===== src/rtl/ball_motion.sv =====
// Ball (smiley) position/velocity owner: latches collision strobes during a frame,
// applies reflection and gravity once per frame, and publishes the integer top-left pixel.
module ball_motion #(
    parameter int INITIAL_X       = 280,
    parameter int INITIAL_Y       = 185,
    parameter int INITIAL_X_SPEED = 40,
    parameter int INITIAL_Y_SPEED = 20,
    parameter int Y_ACCEL         = 1,
    parameter int MAX_Y_SPEED     = 230,
    parameter int FRAC_BITS       = 6
) (
    input  logic        clk,
    input  logic        resetN,
    input  logic        startOfFrame,
    input  logic        pause,
    input  logic        reset_level,
    input  logic        collisionSmileyBorderTop,
    input  logic        collisionSmileyBorderLeft,
    input  logic        collisionSmileyBorderRight,
    input  logic        collisionSmileyFlipper,
    output logic [10:0] topLeftX,
    output logic [10:0] topLeftY
);

    // state   | meaning
    // HOLD    | frozen, waiting for pause to drop; flags cleared every cycle
    // RUN     | collecting collision strobes until startOfFrame
    // UPD_SPD | apply reflections and gravity to speed
    // UPD_POS | integrate speed into position
    typedef enum logic [1:0] {HOLD = 2'd0, RUN = 2'd1, UPD_SPD = 2'd2, UPD_POS = 2'd3} state_t;

    localparam logic signed [31:0] POS_X0  = 32'(INITIAL_X * (1 << FRAC_BITS));
    localparam logic signed [31:0] POS_Y0  = 32'(INITIAL_Y * (1 << FRAC_BITS));
    localparam logic signed [31:0] SPD_X0  = 32'(INITIAL_X_SPEED);
    localparam logic signed [31:0] SPD_Y0  = 32'(INITIAL_Y_SPEED);
    localparam logic signed [31:0] ACCEL   = 32'(Y_ACCEL);
    localparam logic signed [31:0] MAX_SPD = 32'(MAX_Y_SPEED);

    state_t             state_q, state_d;
    logic signed [31:0] pos_x_q, pos_x_d, pos_y_q, pos_y_d;
    logic signed [31:0] spd_x_q, spd_x_d, spd_y_q, spd_y_d;
    logic        [3:0]  flags_q, flags_d;  // {top, left, right, flipper}
    logic        [10:0] top_x_q, top_y_q;

    logic signed [31:0] abs_x, abs_y, spd_y_ref, spd_y_acc;

    always_comb begin
        abs_x     = spd_x_q[31] ? -spd_x_q : spd_x_q;
        abs_y     = spd_y_q[31] ? -spd_y_q : spd_y_q;
        spd_y_ref = spd_y_q;
        if (flags_q[0])
            spd_y_ref = -abs_y;
        else if (flags_q[3])
            spd_y_ref = abs_y;
        spd_y_acc = spd_y_ref + ACCEL;
        if (spd_y_acc > MAX_SPD)
            spd_y_acc = MAX_SPD;
        else if (spd_y_acc < -MAX_SPD)
            spd_y_acc = -MAX_SPD;
    end

    always_comb begin
        state_d = state_q;
        pos_x_d = pos_x_q;
        pos_y_d = pos_y_q;
        spd_x_d = spd_x_q;
        spd_y_d = spd_y_q;
        flags_d = flags_q | {collisionSmileyBorderTop, collisionSmileyBorderLeft,
                             collisionSmileyBorderRight, collisionSmileyFlipper};
        case (state_q)
            HOLD: begin
                flags_d = '0;
                if (!pause) state_d = RUN;
            end
            RUN: begin
                if (pause)             state_d = HOLD;
                else if (startOfFrame) state_d = UPD_SPD;
            end
            UPD_SPD: begin
                case (flags_q[2:1])
                    2'b10:   spd_x_d = abs_x;
                    2'b01:   spd_x_d = -abs_x;
                    2'b11:   spd_x_d = -spd_x_q;
                    default: spd_x_d = spd_x_q;
                endcase
                spd_y_d = spd_y_acc;
                flags_d = '0;
                state_d = UPD_POS;
            end
            UPD_POS: begin
                pos_x_d = pos_x_q + spd_x_q;
                pos_y_d = pos_y_q + spd_y_q;
                state_d = RUN;
            end
            default: state_d = HOLD;
        endcase
        // Re-serve overrides anything in flight, including a half-done update.
        if (reset_level) begin
            state_d = HOLD;
            pos_x_d = POS_X0;
            pos_y_d = POS_Y0;
            spd_x_d = SPD_X0;
            spd_y_d = SPD_Y0;
            flags_d = '0;
        end
    end

    always_ff @(posedge clk or negedge resetN) begin
        if (!resetN) begin
            state_q <= HOLD;
            pos_x_q <= POS_X0;
            pos_y_q <= POS_Y0;
            spd_x_q <= SPD_X0;
            spd_y_q <= SPD_Y0;
            flags_q <= '0;
            top_x_q <= 11'(INITIAL_X);
            top_y_q <= 11'(INITIAL_Y);
        end else begin
            state_q <= state_d;
            pos_x_q <= pos_x_d;
            pos_y_q <= pos_y_d;
            spd_x_q <= spd_x_d;
            spd_y_q <= spd_y_d;
            flags_q <= flags_d;
            top_x_q <= 11'(pos_x_q >>> FRAC_BITS);
            top_y_q <= 11'(pos_y_q >>> FRAC_BITS);
        end
    end

    assign topLeftX = top_x_q;
    assign topLeftY = top_y_q;

endmodule

===== config.mk =====
export PLATFORM = sky130hd
export DESIGN_NAME = ball_motion
export DESIGN_NICKNAME = d
export VERILOG_FILES = /design/src/rtl/ball_motion.sv
export SDC_FILE = /design/constraint.sdc
export NUM_CORES = 1
export LEC_CHECK = 0
export ABC_AREA = 0
export CAP_MARGIN = 25
export CORE_ASPECT_RATIO = 1.75
export CORE_MARGIN = 4
export CORE_UTILIZATION = 46
export CTS_BUF_LIST = sky130_fd_sc_hd__clkbuf_4
export DETAILED_ROUTE_END_ITERATION = 16
export PLACE_DENSITY_LB_ADDON = 0.1
export SLEW_MARGIN = 5
export SYNTH_ARGS = -nofsm -noshare
export SYNTH_HDL_FRONTEND = slang
export SYNTH_SLANG_ARGS = --single-unit

===== constraint.sdc =====
create_clock -name clk -period 11.2 [get_ports clk]
set_input_delay 3.36 -clock clk [delete_from_list [all_inputs] [get_ports clk]]
set_output_delay 3.36 -clock clk [all_outputs]
set_load 0.02 [all_outputs]

==> results.yml, run 1 <==
outcome:
  status: "complete, no violations"
cts:
  clk_pin_slew_ps: 130
  clock-sinks: 126
  h-tree-depth: 4
  clkLatencyLatePin_ps: 590
  cts_tree: "yes"
  ctsHoldBuffers: 0
  cts_buffers: 17
  cts-root-buf: "clkbuf_4"
  cts_setup_buffers: 0
  cts_resized: 0
  clk_path_buf_depth: 2
worst_setup_path:
  r2r_setup_slack_ps: 3390
  slowest_stage: "ha_1"
  cp_num_buf_inv: 3
  arrival_ps: 8310
  crit_path_max_incr_delay_ps: 690
  criticalPathCategory: "flip-flop to flip-flop"
  worst_path_dominant_cell_family: "simple AND/OR/NAND/NOR gates"
  path_max_fanout: 32
  critPathCaptureType: "flip-flop"
  worstPathCellList: "inv_1 -> ha_1 -> or4b_1 -> o31ai_2 -> xor2_1 -> o211a_1 -> a31oi_1 -> a311oi_1 -> a21bo_2 -> nor3_1 -> and4b_1 -> nand3_1 -> nor3_1 -> xor2_2 -> buf_4 -> nand4_1 -> ha_1 -> inv_1 -> nand2b_1 -> nand4_2 -> a31oi_1"
  crit_required_ps: 11700
  worst_setup_path_start_kind: "flip-flop"
drt:
  routedWlPerCell_um: 21.29
  vias: 14420
  drt_iter0_markers: 998
  detail-route-antenna-nets: 0
  drc: 0
  viasPerCell: 6.462
  wl_um: 47490
  first_pass_iters: 5
die:
  pin_count: 31
  core_region_area_mm2: 0.03016
  initial_core_util_pct: 46.82
  die_w_um: 140.5
  die-area_mm2: 0.03368
  rows: 84
  die_h_um: 239.8
grt:
  grt_overflow_total: 0
  grt_max_degree: 85
  antenna_found_initial: 2
  grt_pass1_wl_um: 76100
  grt_pass1_vias: 13960
  track_usage_pct: 28.20
synthesis:
  synth-simple-area-share_pct: 28.47
  syn_area_mm2: 0.01412
  synth_flop_cell: "dfrtp_1"
  synth.area.top_cells: "dfrtp_1, nor2_1, xnor2_1, nand2_1, a21oi_1"
  synth_fa_ha_area_share_pct: 4.359
  synth_top_area_share_pct: 18.78
  ys.warnings.count: 0
  yosysMostFrequentCell: "nor2_1"
  synth_top_area_cell: "dfrtp_1"
  synth_edf_count: 0
  async_flop_share_pct: 100.0
  synth_nets: 1965
  ys_types: 99
  syn_inst: 1908
  synth_mux_area_share_pct: 3.553
  ys_seq_area_share_pct: 22.50
  ys_ff_latch: 126
  synth_compound_area_share_pct: 26.39
  syn_avg_cell_area_um2: 7.402
  synth_top_family_by_area: "simple AND/OR/NAND/NOR gates"
  synthTopCellsByCount: "nor2_1, nand2_1, a21oi_1"
  synth_xor_area_share_pct: 9.143
sta:
  setup_viol: 0
  hold_violations: 0
  max_freq_mhz: 128.0
  max_slew_margin_pct: 33.54
  worst_pin_slew_ps: 996.9
  finalSetupTns_ps: 0
  slew_viol_final: 0
  finClkSkew_ps: 22.62
  holdWs_ps: 386.9
  finalCritPeriodShare_pct: 69.75
  layout_min_cycle_time_ps: 7812
  rsz0062_at_grt: "no"
power_and_ir_drop:
  sw_frac_of_total_pct: 33.54
  power.clock.fraction_pct: 32.4
  p_seq_share_pct: 49.3
  leakagePower_nw: 5.616
  combPwrFrac_pct: 18.3
  vdd_drop_max_mv: 0.06873
  p_int_uw: 624.4
  p_switching_uw: 315.1
  power.total_uw: 939.5
  power_density_mw_per_mm2: 63.51
layout:
  nets: 1887
  fin_cells: 2231
  drive_gt1_share_pct: 7.705
  syn_to_final_growth_pct: 4.740
place:
  hpwl_um: 34700
  dp.cells: 2198
  io_buffers: 30
  place.gp.congestion: 0.9509
flow_run:
  maxCapViolCount: 0
worst_hold_path:
  min_path_type: "flip-flop to flip-flop"
## metrics by stage
step | instance area [µm²] | util (%) | worst slack, ps
finish | 14790 | 49.04 | 3388
global route | 14790 | 49.04 | 2756
CTS | 14790 | 49.03 | 3420
detailed placement | 14540 | 48.19 | 3478
global placement | 14540 | 48.19 | 3646
floorplan | 14120 | - | 4725
## per-layer routing
layer	track usage, %	up-vias	routed length (µm)
li1	-	6904	-
met1	31.31	6865	18260
met2	49.81	467	24190
met3	3.536	180	1706
met4	19.13	0	3337
met5	0	-	0
## cells by family after synthesis
group                    Yosys count
flip-flops                       126
adder cells (fa/ha/maj)           48
AO/OA/AOI/OAI                    553
buffers and inverters            202
AND/OR/NAND/NOR                  785
multiplexers                      49
XOR/XNOR                         145
## path summary, 6_finish.rpt
| kind | start | endpoint | depth (start not counted) |
|---|---|---|---|
| worst max register to register | spd_y_q[0] | spd_y_q[28] | 21 |
| worst min-delay path | pos_y_q[10] | topLeftY[4] | 0 |
| max in group asynchronous | resetN | pos_x_q[5] | 2 |
| worst max-delay path | spd_y_q[0] | spd_y_q[28] | 21 |
| worst min register to register | pos_y_q[10] | topLeftY[4] | 0 |
| min in group asynchronous | resetN | spd_x_q[22] | 1 |
## power groups by stage
| stage | combinational, mW | clock [mW] | sequential, mW |
|---|---|---|---|
| 6_report | 0.172 | 0.305 | 0.463 |
| 5_1_grt | 0.188 | 0.339 | 0.464 |
| 4_1_cts | 0.172 | 0.320 | 0.463 |
| 3_5_place_dp | 0.170 | 0 | 0.472 |
| 3_3_place_gp | 0.171 | 0 | 0.472 |
| 2_1_floorplan | 0.121 | 0 | 0.469 |
## area by class of cell
| class | instances | area [µm²] |
|---|---|---|
| fill | 3026 | 15370 |
| multi-input combinational | 1580 | 10190 |
| sequential | 126 | 3182 |
| timing repair buffer | 58 | 506.7 |
| tap | 387 | 484.2 |
| inverter | 47 | 176.4 |
| clock buffer | 18 | 135.1 |
| clock inverter | 14 | 118.9 |
| antenna | 1 | 2.502 |
## layout by cell type, fill, tap and decap left out, types with 45 or more instances in the layout
cell     Yosys  final
inv_1       46     46
dfrtp_1    106    103
nand2_1    183    183
nand3_1     82     82
nor2_1     190    190
o21ai_0    108    108
a21oi_1    127    127
nor3_1      63     63
xor2_1      62     61
xnor2_1     81     81
a31oi_1     45     45
## state kept, by name, indices dropped and copies added (netlist names)
register  count
spd_x_q      32
spd_y_q      32
pos_x_q      17
pos_y_q      17
topLeftX     11
topLeftY     11
flags_q       4
state_q       2
Note: power is estimated with default switching activity, not from simulation.
==> run 2, diff against run 1 <==
==> constraint.sdc (replaced) <==
create_clock -name clk -period 8.1 [get_ports clk]
set_input_delay 2.43 -clock clk [delete_from_list [all_inputs] [get_ports clk]]
set_output_delay 2.43 -clock clk [all_outputs]
set_load 0.02 [all_outputs]
==> run 2 against run 1 <==
  * Die area is the same
  * Wire length fell by 0.32%
  * Register-to-register slack got worse by 2600 ps
  * Count of clock-buffer cells in the layout down 1
  * Critical path depth down 1
  * Global-route usage decreased by 0.15 points
  * Fmax increased by 6.7%
  * Clock power up 50%
  * Worst setup slack got worse by 2600 ps
  * Via count is 0.84% higher
  * First-iteration DRC count decreased by 10%
  * Non-clock buffer count up 12
==> results.yml, run 2 (synthesis gave the netlist of run 1 again) <==
layout:
  fillers: 3070
  drive_gt1_share_pct: 8.356
  seqCellArea_mm2: 0.003182
  nets: 1899
  reg_top3: "spd_x_q x32, spd_y_q x32"
  multi_input_area_mm2: 0.01019
  syn_to_final_growth_pct: 5.582
  layout_common_cells: "nor2_1, nand2_1, a21oi_1"
  final_common_cell: "nor2_1"
grt:
  grt_max_degree: 71
  grt_pass1_vias: 14210
  antenna_found_initial: 1
  grt_pass1_wl_um: 76080
  grt_use_met2_pct: 51.22
  grtUsageMet3_pct: 3.516
  use_met1_pct: 29.43
  busiest_layer: "met2"
  grt_overflow_total: 0
  track_usage_pct: 28.05
die:
  die-area_mm2: 0.03368
  die_w_um: 140.5
  rows: 84
  core_region_area_mm2: 0.03016
  pin_count: 31
  die_h_um: 239.8
  initial_core_util_pct: 46.82
sta:
  slew_viol_final: 0
  finClkSkew_ps: 33.05
  max_freq_mhz: 136.5
  setup_viol: 0
  rsz0062_at_grt: "no"
  finalCritPeriodShare_pct: 90.42
  worst_pin_slew_ps: 993.7
  layout_min_cycle_time_ps: 7324
  hold_violations: 0
  finalSetupTns_ps: 0
  max_slew_margin_pct: 33.15
drt:
  drc: 0
  first_pass_iters: 7
  routedWlPerCell_um: 21.11
  wl_um: 47340
  viasPerCell: 6.481
  detail-route-antenna-nets: 0
  drt_iter0_markers: 896
  vias: 14540
power_and_ir_drop:
  power_density_mw_per_mm2: 90.30
  leakagePower_nw: 5.687
  vdd_drop_max_mv: 0.08601
  power.total_mw: 1.346
flow_run:
  maxCapViolCount: 0
worst_setup_path:
  r2r_setup_slack_ps: 780
  endpoint: "spd_y_q[19]"
  reg2reg_from: "spd_y_q[1]"
  worst_setup_path_start_kind: "flip-flop"
  critPathCaptureType: "flip-flop"
  crit_required_ps: 8570
  startpoint: "spd_y_q[1]"
  r2r-end: "spd_y_q[19]"
  criticalPathCategory: "flip-flop to flip-flop"
  worst-r2r-cell-count: 20
  path_max_fanout: 14
  arrival_ps: 7790
cts:
  clock-sinks: 126
  ctsHoldBuffers: 0
  clk_path_buf_depth: 2
  clk_pin_slew_ps: 140
  cts_tree: "yes"
  clkLatencyLatePin_ps: 610
  cts-root-buf: "clkbuf_4"
  cts_resized: 0
  cts_setup_buffers: 0
  h-tree-depth: 4
  cts_buffers: 17
place:
  place.gp.congestion: 0.9282
  hpwl_um: 34850
  io_buffers: 30
worst_hold_path:
  min_path_type: "flip-flop to flip-flop"
  hold_depth: 0
outcome:
  status: "complete, no violations"
-- run 2: cell types whose count changed in the layout (fill, tap and decap cells not counted), sizes merged --
cell | previous run | this run
clkinv | 8 | 7
clkbuf | 18 | 17
buf | 30 | 42
bufinv | 1 | 2
inv | 49 | 50
-- run 2: worst max-delay path, cell delays in order, from the launching register on --
cell and delay, ps:
dfrtp_1 560, inv_1 180, ha_1 390, or4b_1 660, o31ai_2 270, xor2_1 380, o211ai_1 490, or4_4 690
a31oi_4 290, and2b_1 220, nand3_2 140, or4_1 750, xnor2_1 260, nand4_1 110, nor4_1 440, nand4_1 170
ha_1 370, inv_1 330, o21ai_0 190, a31oi_1 200, a21oi_1 80
-- run 2: cell type report --
class / count / area share (%)
Antenna cell: 1 / 0.01678
Clock buffer: 17 / 0.8559
Clock inverter: 15 / 0.9734
Inverter: 47 / 1.183
Multi-Input combinational cell: 1580 / 68.36
Sequential cell: 126 / 21.34
Tap cell: 387 / 3.247
Timing Repair Buffer: 70 / 4.028
-- run 2: worst min-delay path by stage --
stage                      from           to  slack (ps)
finish              pos_y_q[13]  topLeftY[7]         390
global route        pos_y_q[11]  topLeftY[5]         400
CTS                 pos_y_q[13]  topLeftY[7]         390
detailed placement  pos_y_q[13]  topLeftY[7]         370
global placement    pos_y_q[13]  topLeftY[7]         370
floorplan           pos_y_q[13]  topLeftY[7]         360
-- run 2: through the flow --
step	utilization [%]	instances	setup WS, ps	cell area [µm²]	hold WS, ps
floorplan	-	1908	1625	14120	360.4
global placement	48.48	2209	1088	14620	369.1
detailed placement	48.48	2209	932.9	14620	369.5
CTS	49.39	2241	875.5	14900	388.8
global route	49.43	2243	273.6	14910	395.4
finish	49.43	2243	775.8	14910	386.5
-- run 2: metal layers --
metal	up-vias	wire [µm]
met5	-	0
met3	173	1722
met1	6987	17350
li1	6917	-
met4	0	3503
met2	460	24770
-- run 2: power breakdown --
part | total, mW | internal, mW | switching, mW | leakage, nW
registers | 0.642 | 0.633 | 0.00898 | 1.68
logic | 0.245 | 0.0796 | 0.166 | 3.86
clock network | 0.459 | 0.181 | 0.278 | 0.143
